<file path="src/rtl/booth_product_accumulator.sv">
`default_nettype none
// ============================================================================
// Module      : booth_product_accumulator
// Description : Frame accumulator placed after the radix-4 Booth multiplier.
//               Each accepted beat carries one signed product; it is
//               sign-extended to ACC_WIDTH and added to a running sum.
//               The beat flagged by in_last closes the frame: the total,
//               the beat count and a sticky overflow flag are latched into
//               the result registers and presented on the output handshake.
//               Overflow either clamps to the signed extremes or wraps,
//               selected by SATURATE.
// Ports       : clk        rising-edge clock
//               rst        synchronous active-high reset
//               in_valid   producer beat valid
//               in_ready   accumulator can accept a beat (state driven only)
//               in_prod    signed product, OUT_WIDTH bits
//               in_last    beat closes the current frame
//               out_valid  frame result is held on out_sum/out_count/out_ovf
//               out_ready  consumer takes the result
//               out_sum    signed frame sum, ACC_WIDTH bits
//               out_count  beats in the frame, saturating at all-ones
//               out_ovf    a signed overflow happened somewhere in the frame
// Revision    : 1.0  initial release
// ============================================================================
module booth_product_accumulator #(
  parameter int OUT_WIDTH = 8,
  parameter int ACC_WIDTH = 16,
  parameter int CNT_WIDTH = 8,
  parameter int SATURATE  = 1
) (
  input  logic                 clk,
  input  logic                 rst,
  input  logic                 in_valid,
  output logic                 in_ready,
  input  logic [OUT_WIDTH-1:0] in_prod,
  input  logic                 in_last,
  output logic                 out_valid,
  input  logic                 out_ready,
  output logic [ACC_WIDTH-1:0] out_sum,
  output logic [CNT_WIDTH-1:0] out_count,
  output logic                 out_ovf
);

  // Two-state controller: collecting beats, or holding a finished result.
  localparam logic [0:0] c_ACCUM = 1'b0;
  localparam logic [0:0] c_HOLD  = 1'b1;

  localparam logic [ACC_WIDTH-1:0] c_SUM_MAX = {1'b0, {(ACC_WIDTH-1){1'b1}}};
  localparam logic [ACC_WIDTH-1:0] c_SUM_MIN = {1'b1, {(ACC_WIDTH-1){1'b0}}};
  localparam logic [CNT_WIDTH-1:0] c_CNT_MAX = {CNT_WIDTH{1'b1}};

  // --------------------------------------------------------------------------
  // State
  // --------------------------------------------------------------------------
  logic [0:0]           state_q,     state_d;
  logic [ACC_WIDTH-1:0] acc_q,       acc_d;
  logic [CNT_WIDTH-1:0] count_q,     count_d;
  logic                 ovf_q,       ovf_d;
  logic [ACC_WIDTH-1:0] out_sum_q,   out_sum_d;
  logic [CNT_WIDTH-1:0] out_count_q, out_count_d;
  logic                 out_ovf_q,   out_ovf_d;

  // --------------------------------------------------------------------------
  // Datapath
  // --------------------------------------------------------------------------
  logic [ACC_WIDTH-1:0] w_ext;
  logic [ACC_WIDTH:0]   w_nsum;
  logic                 w_ovf;
  logic [ACC_WIDTH-1:0] w_sum_new;
  logic [CNT_WIDTH-1:0] w_count_new;
  logic                 w_ovf_new;
  logic                 w_accept;
  logic                 w_consume;

  // A zero-width replication is illegal, so the equal-width case is split out.
  generate
    if (ACC_WIDTH > OUT_WIDTH) begin : g_ext_wide
      assign w_ext = {{(ACC_WIDTH-OUT_WIDTH){in_prod[OUT_WIDTH-1]}}, in_prod};
    end else begin : g_ext_equal
      assign w_ext = in_prod[ACC_WIDTH-1:0];
    end
  endgenerate

  // One guard bit: the true sign lives in bit ACC_WIDTH, so a disagreement
  // with bit ACC_WIDTH-1 means the result does not fit in ACC_WIDTH bits.
  assign w_nsum = {acc_q[ACC_WIDTH-1], acc_q} + {w_ext[ACC_WIDTH-1], w_ext};
  assign w_ovf  = w_nsum[ACC_WIDTH] ^ w_nsum[ACC_WIDTH-1];

  always_comb begin
    w_sum_new = w_nsum[ACC_WIDTH-1:0];
    if (w_ovf && (SATURATE != 0)) begin
      // Clamp toward the direction of the true (guard-bit) sign.
      w_sum_new = w_nsum[ACC_WIDTH] ? c_SUM_MIN : c_SUM_MAX;
    end
  end

  assign w_count_new = (count_q == c_CNT_MAX) ? count_q : count_q + 1'b1;
  assign w_ovf_new   = ovf_q | w_ovf;

  // in_ready depends on registered state only; no path from out_ready.
  assign in_ready  = (state_q == c_ACCUM);
  assign out_valid = (state_q == c_HOLD);

  assign w_accept  = in_valid  & in_ready;
  assign w_consume = out_valid & out_ready;

  // --------------------------------------------------------------------------
  // Next-state logic
  // --------------------------------------------------------------------------
  always_comb begin
    state_d     = state_q;
    acc_d       = acc_q;
    count_d     = count_q;
    ovf_d       = ovf_q;
    out_sum_d   = out_sum_q;
    out_count_d = out_count_q;
    out_ovf_d   = out_ovf_q;

    case (state_q)
      c_ACCUM: begin
        if (w_accept) begin
          if (in_last) begin
            // Publish the closed frame and clear the running state so the
            // next frame starts from zero once the result is taken.
            out_sum_d   = w_sum_new;
            out_count_d = w_count_new;
            out_ovf_d   = w_ovf_new;
            acc_d       = '0;
            count_d     = '0;
            ovf_d       = 1'b0;
            state_d     = c_HOLD;
          end else begin
            acc_d   = w_sum_new;
            count_d = w_count_new;
            ovf_d   = w_ovf_new;
          end
        end
      end
      c_HOLD: begin
        // Result registers are left untouched so they stay stable under
        // backpressure.
        if (w_consume) begin
          state_d = c_ACCUM;
        end
      end
      default: begin
        state_d = c_ACCUM;
      end
    endcase
  end

  // --------------------------------------------------------------------------
  // Registers
  // --------------------------------------------------------------------------
  always_ff @(posedge clk) begin
    if (rst) begin
      state_q     <= c_ACCUM;
      acc_q       <= '0;
      count_q     <= '0;
      ovf_q       <= 1'b0;
      out_sum_q   <= '0;
      out_count_q <= '0;
      out_ovf_q   <= 1'b0;
    end else begin
      state_q     <= state_d;
      acc_q       <= acc_d;
      count_q     <= count_d;
      ovf_q       <= ovf_d;
      out_sum_q   <= out_sum_d;
      out_count_q <= out_count_d;
      out_ovf_q   <= out_ovf_d;
    end
  end

  assign out_sum   = out_sum_q;
  assign out_count = out_count_q;
  assign out_ovf   = out_ovf_q;

endmodule
`default_nettype wire
</file>
<file path="config.mk">
export PLATFORM = sky130hd
export DESIGN_NAME = booth_product_accumulator
export DESIGN_NICKNAME = d
export VERILOG_FILES = /design/src/rtl/booth_product_accumulator.sv
export SDC_FILE = /design/constraint.sdc
export NUM_CORES = 1
export LEC_CHECK = 0
export BUFFER_PORTS_ARGS = -buffer_cell sky130_fd_sc_hd__clkbuf_2
export CAP_MARGIN = 20
export CELL_PAD_IN_SITES_DETAIL_PLACEMENT = 0
export CELL_PAD_IN_SITES_GLOBAL_PLACEMENT = 1
export CORE_MARGIN = 2
export CORE_UTILIZATION = 43
export CTS_CLUSTER_DIAMETER = 40
export DETAILED_ROUTE_END_ITERATION = 12
export PLACE_DENSITY = 0.91
export SLEW_MARGIN = 20
export SYNTH_ARGS = -nofsm -noshare
export SYNTH_HDL_FRONTEND = slang
export SYNTH_SLANG_ARGS = --single-unit
</file>
<file path="constraint.sdc">
create_clock -name clk -period 3.4 [get_ports clk]
set_input_delay 0.68 -clock clk [delete_from_list [all_inputs] [get_ports clk]]
set_output_delay 0.68 -clock clk [all_outputs]
set_load 0.005 [all_outputs]
</file>
# Word-level counts from Yosys, hierarchy flattened
# Cells that the tools add are included.
# word_totals
reg_bits	51
out_inout_bits	27
# op_classes
bitwise	5
mux	10
n_addsub	2
n_reduce_logical	2
n_eq_ne	1
# ops
op	count
16-bit 2-to-1 mux	3
16-bit by 8-bit adder with 17-bit output	1
8-bit 2-to-1 mux	2
8-bit by 1-bit adder with 8-bit output (second input constant)	1
8-bit equality test (second input constant)	1
1-bit 2-to-1 mux	4
3-bit AND reduction	1
1-bit bitwise AND	2
1-bit case mux with 2 select lines	1
2-bit AND reduction	1
1-bit NOT	1
1-bit OR	1
1-bit XOR	1

# Longest topological paths before layout
# logic_depth
ltp_word	4
mapped_depth	12

# Worst setup path after synthesis
# OpenSTA, ideal clock, no wires.
# synth_path
path_type	input to register
startpoint	in in_prod[0]
endpoint	reg acc_q[14]
arrival_time_ns	2.844
setup_time_ns	0.073
path_stages	12
path_slack_ns	0.483
required_time_ns	3.327
path_buffers	2
path_cell_list	ha_1 -> inv_1 -> fa_1 -> nand2b_1 -> a21oi_1 -> o21ai_1 -> o21ai_1 -> a41oi_2 -> or3_1 -> buf_2 -> buf_6 -> o211ai_2
# synth_between
elab_chain_len	4
# synth_rtl
item	line_no	text
from (decl)	35	input logic [OUT_WIDTH-1:0] in_prod,
16-bit by 8-bit adder with 17-bit output (*)	86	assign w_nsum = {acc_q[ACC_WIDTH-1], acc_q} + {w_ext[ACC_WIDTH-1], w_ext};
16-bit 2-to-1 mux / 1-bit XOR (equally long branches)	93, 87	
16-bit 2-to-1 mux (*)	91	if (w_ovf && (SATURATE != 0)) begin
16-bit 2-to-1 mux (*)	122	if (in_last) begin
to (signal assigned)	158	acc_q <= '0;
to (signal assigned)	166	acc_q <= acc_d;
to (decl)	56	logic [ACC_WIDTH-1:0] acc_q, acc_d;
# Every way passes the cells marked *; elsewhere a longest branch is shown, timed or not.
# A chain may end at the register's enable or synchronous reset.

# Worst setup path in the final report
# layout_path
startpoint	in in_prod[0]
endpoint	reg out_sum_q[7], in the netlist out_sum[7]
# layout_between
elab_chain_len	3
# layout_rtl
item	line_no	text
16-bit by 8-bit adder with 17-bit output (*)	86	
16-bit 2-to-1 mux / 1-bit XOR (equally long branches)	93, 87	
16-bit 2-to-1 mux (*)	91	
to (signal assigned)	169	out_sum_q <= out_sum_d;
to (decl)	59	logic [ACC_WIDTH-1:0] out_sum_q, out_sum_d;
# Marks and branches as above.

==> metrics <==
skew final 7.47 ps; row cnt 29; share of cells above drive strength 1 0.207; synth unique cells 45; Worst-path clk slew ~100 ps; core area approximately 0.0063 mm2; number of remaining DRC errors 0; vias 2320; period utilization 0.872; Setup TNS 0 ps; final worst slack approximately 440 ps; FFs w/ async S/R, synth 0; Max Transition Viols Final 0; Die Wd 84.0 um; top-area cell type share of the netlist area 0.371; combinational share of power 0.342; Antenna Cells 0; Clk pwr share 0.268; Min Hold Slack 461 ps; Routed WL 6120 um; CTS tree yes; Starting Density 0.438; I/O Pins 40; leakage 1.35 nW; DR vias/cell ~5.3; 1st-pass router iterations 4; Main synth FF type dfxtp_1; Max Freq about 0.34 GHz; Final Critical Period 2960 ps; status finished clean; HPWL Detailed 4600 um; most frequent cells in the layout 51 x nand2_1, 51 x dfxtp_1, 39 x clkbuf_2, 26 x nor2_1, 24 x o21ai_0; # Max-Cap Violations 0; Seq pwr share 0.390; Req. time, crit path about 3600 ps; Synth area leaders dfxtp_1 37%, ha_1 7.7%, nand2_1 7.0%; root buf cell clkbuf_8; area leader, netlist dfxtp_1; port bufs 39; crit start category input pin; cts hold-fix bufs 0; die height 84.0 um; P_int 1.25 mW; worst-path fanout max 14; Synth Cell Area 0.00275 mm2; Arr. time, crit path 3200 ps; post-route insts no fill 434; Layout area overhead 14.8%; Max VDD drop a little under 0.3 mV; worst-margin pin slew 568 ps; power per cell area 598 mW/mm2; RSZ-0062 raised after global routing no; Clock Tree Buf Depth 2; nets ~390; Final setup viols 0; Sink Count 51; slew margin rel. 0.621; Hold Fails Final Rpt 0; Placer Congestion 0.909; class of the most critical hold timing path flop to flop; Psw 0.638 mW; largest net degree at the start of global routing 28; CP Class input pin to flop; Remaining Overflow, GRT 0; Switching Share 0.338; FF+latch count, synth roughly 50; number of synthesized flops with an enable pin 0; GRT Total Usage 0.181; CTS resizes 0; first-pass GRT wire length 10300 um; CTS Buf Count 5; Syn Nets 348; vias in the first global route roughly 2200; Placed Cells roughly 430; CP endpoint kind flop; Mapped Cells 317; post-route ant nets 0; setup bufs post-CTS 0; initial antenna violation count 0; worst skew pair latency 310 ps; Util after Layout 0.503; die area 0.00705 mm2; htree depth 2; design area roughly 0.0032 mm2; Fillers 600; WL/cell 14.1 um; post-synthesis sequential area ratio 0.371; Tot Pwr 1.89 mW; Avg Cell Area, Syn 8.68 um2; Placed Area 0.00302 mm2; synth warn 0; DRT iter0 DRCs 102; DP Worst Slack 92.2 ps
-- registers in the layout, summed over array words and instances (netlist names) --
| name | flops |
|---|---|
| acc_q | 16 |
| out_sum | 16 |
| count_q | 8 |
| out_ovf | 1 |
| ovf_q | 1 |
| out_valid | 1 |
| out_count | 8 |
-- per-layer routing --
metal,global-route usage,routed length (um)
met3,0.0356,229
met4,0.0455,54
met5,0,0
met2,0.316,2920
met1,0.228,2920
-- area by class of cell --
class	count	area [um2]	area share
Clock buffer	5	68.8	0.0218
Timing Repair Buffer	45	240	0.0761
Clock inverter	3	67.6	0.0214
Tap cell	77	96.3	0.0305
Multi-Input combinational cell	246	1640	0.519
Sequential cell	51	1020	0.323
Inverter	7	26.3	0.00832
-- Yosys cell counts, drive strengths merged (3+ instances only) --
master and count:
and3 5, nor2b 3, a211oi 3, or3 3, o211ai 29, inv 7
or2 3, nand2b 5, nand3 5, a22oi 6, o21ai 26, xor2 9
dfxtp 51, buf 6, nand2 51, xnor2 9, clkbuf 7, nor2 26
ha 17, and2 5, a21oi 17
-- worst max-delay path: stages --
cell and delay [ps]:
clkbuf_2 80, ha_1 180, inv_1 60, fa_1 390, nand2b_1 180, a21oi_1 210, o21ai_1 150, o21ai_1 260
a41oi_2 220, or3_1 610, o211ai_1 180
-- power groups by stage --
stage | Combinational [mW] | Clock (mW) | Sequential [mW]
after floorplan | 0.475 | 0 | 0.745
after global placement | 0.636 | 0 | 0.749
after detailed placement | 0.643 | 0 | 0.751
after CTS | 0.648 | 0.512 | 0.738
after global routing | 0.716 | 0.536 | 0.750
final | 0.645 | 0.507 | 0.737
-- final timing paths --
kind	start	end	slack (ps)	depth (start not counted)
worst max-delay path	in_prod[0]	out_sum[7]	440	11
worst min-delay path	out_count[5]	out_count[5]	460	2
worst max register to register	acc_q[0]	out_sum[7]	550	10
worst min register to register	out_count[5]	out_count[5]	460	2
-- cells by family (layout without fill, tap and decap cells) --
| logic type | after synthesis | count (layout) | synth area share |
|---|---|---|---|
| simple gates | 112 | 112 | 0.185 |
| fa+ha+maj | 20 | 20 | 0.0919 |
| buf+inv | 20 | 60 | 0.0346 |
| xor+xnor | 18 | 18 | 0.0601 |
| mux | 1 | 1 | 0.00364 |
| flops | 51 | 51 | 0.371 |
| compound gates | 95 | 95 | 0.254 |
Note: power is estimated with default switching activity, not from simulation.
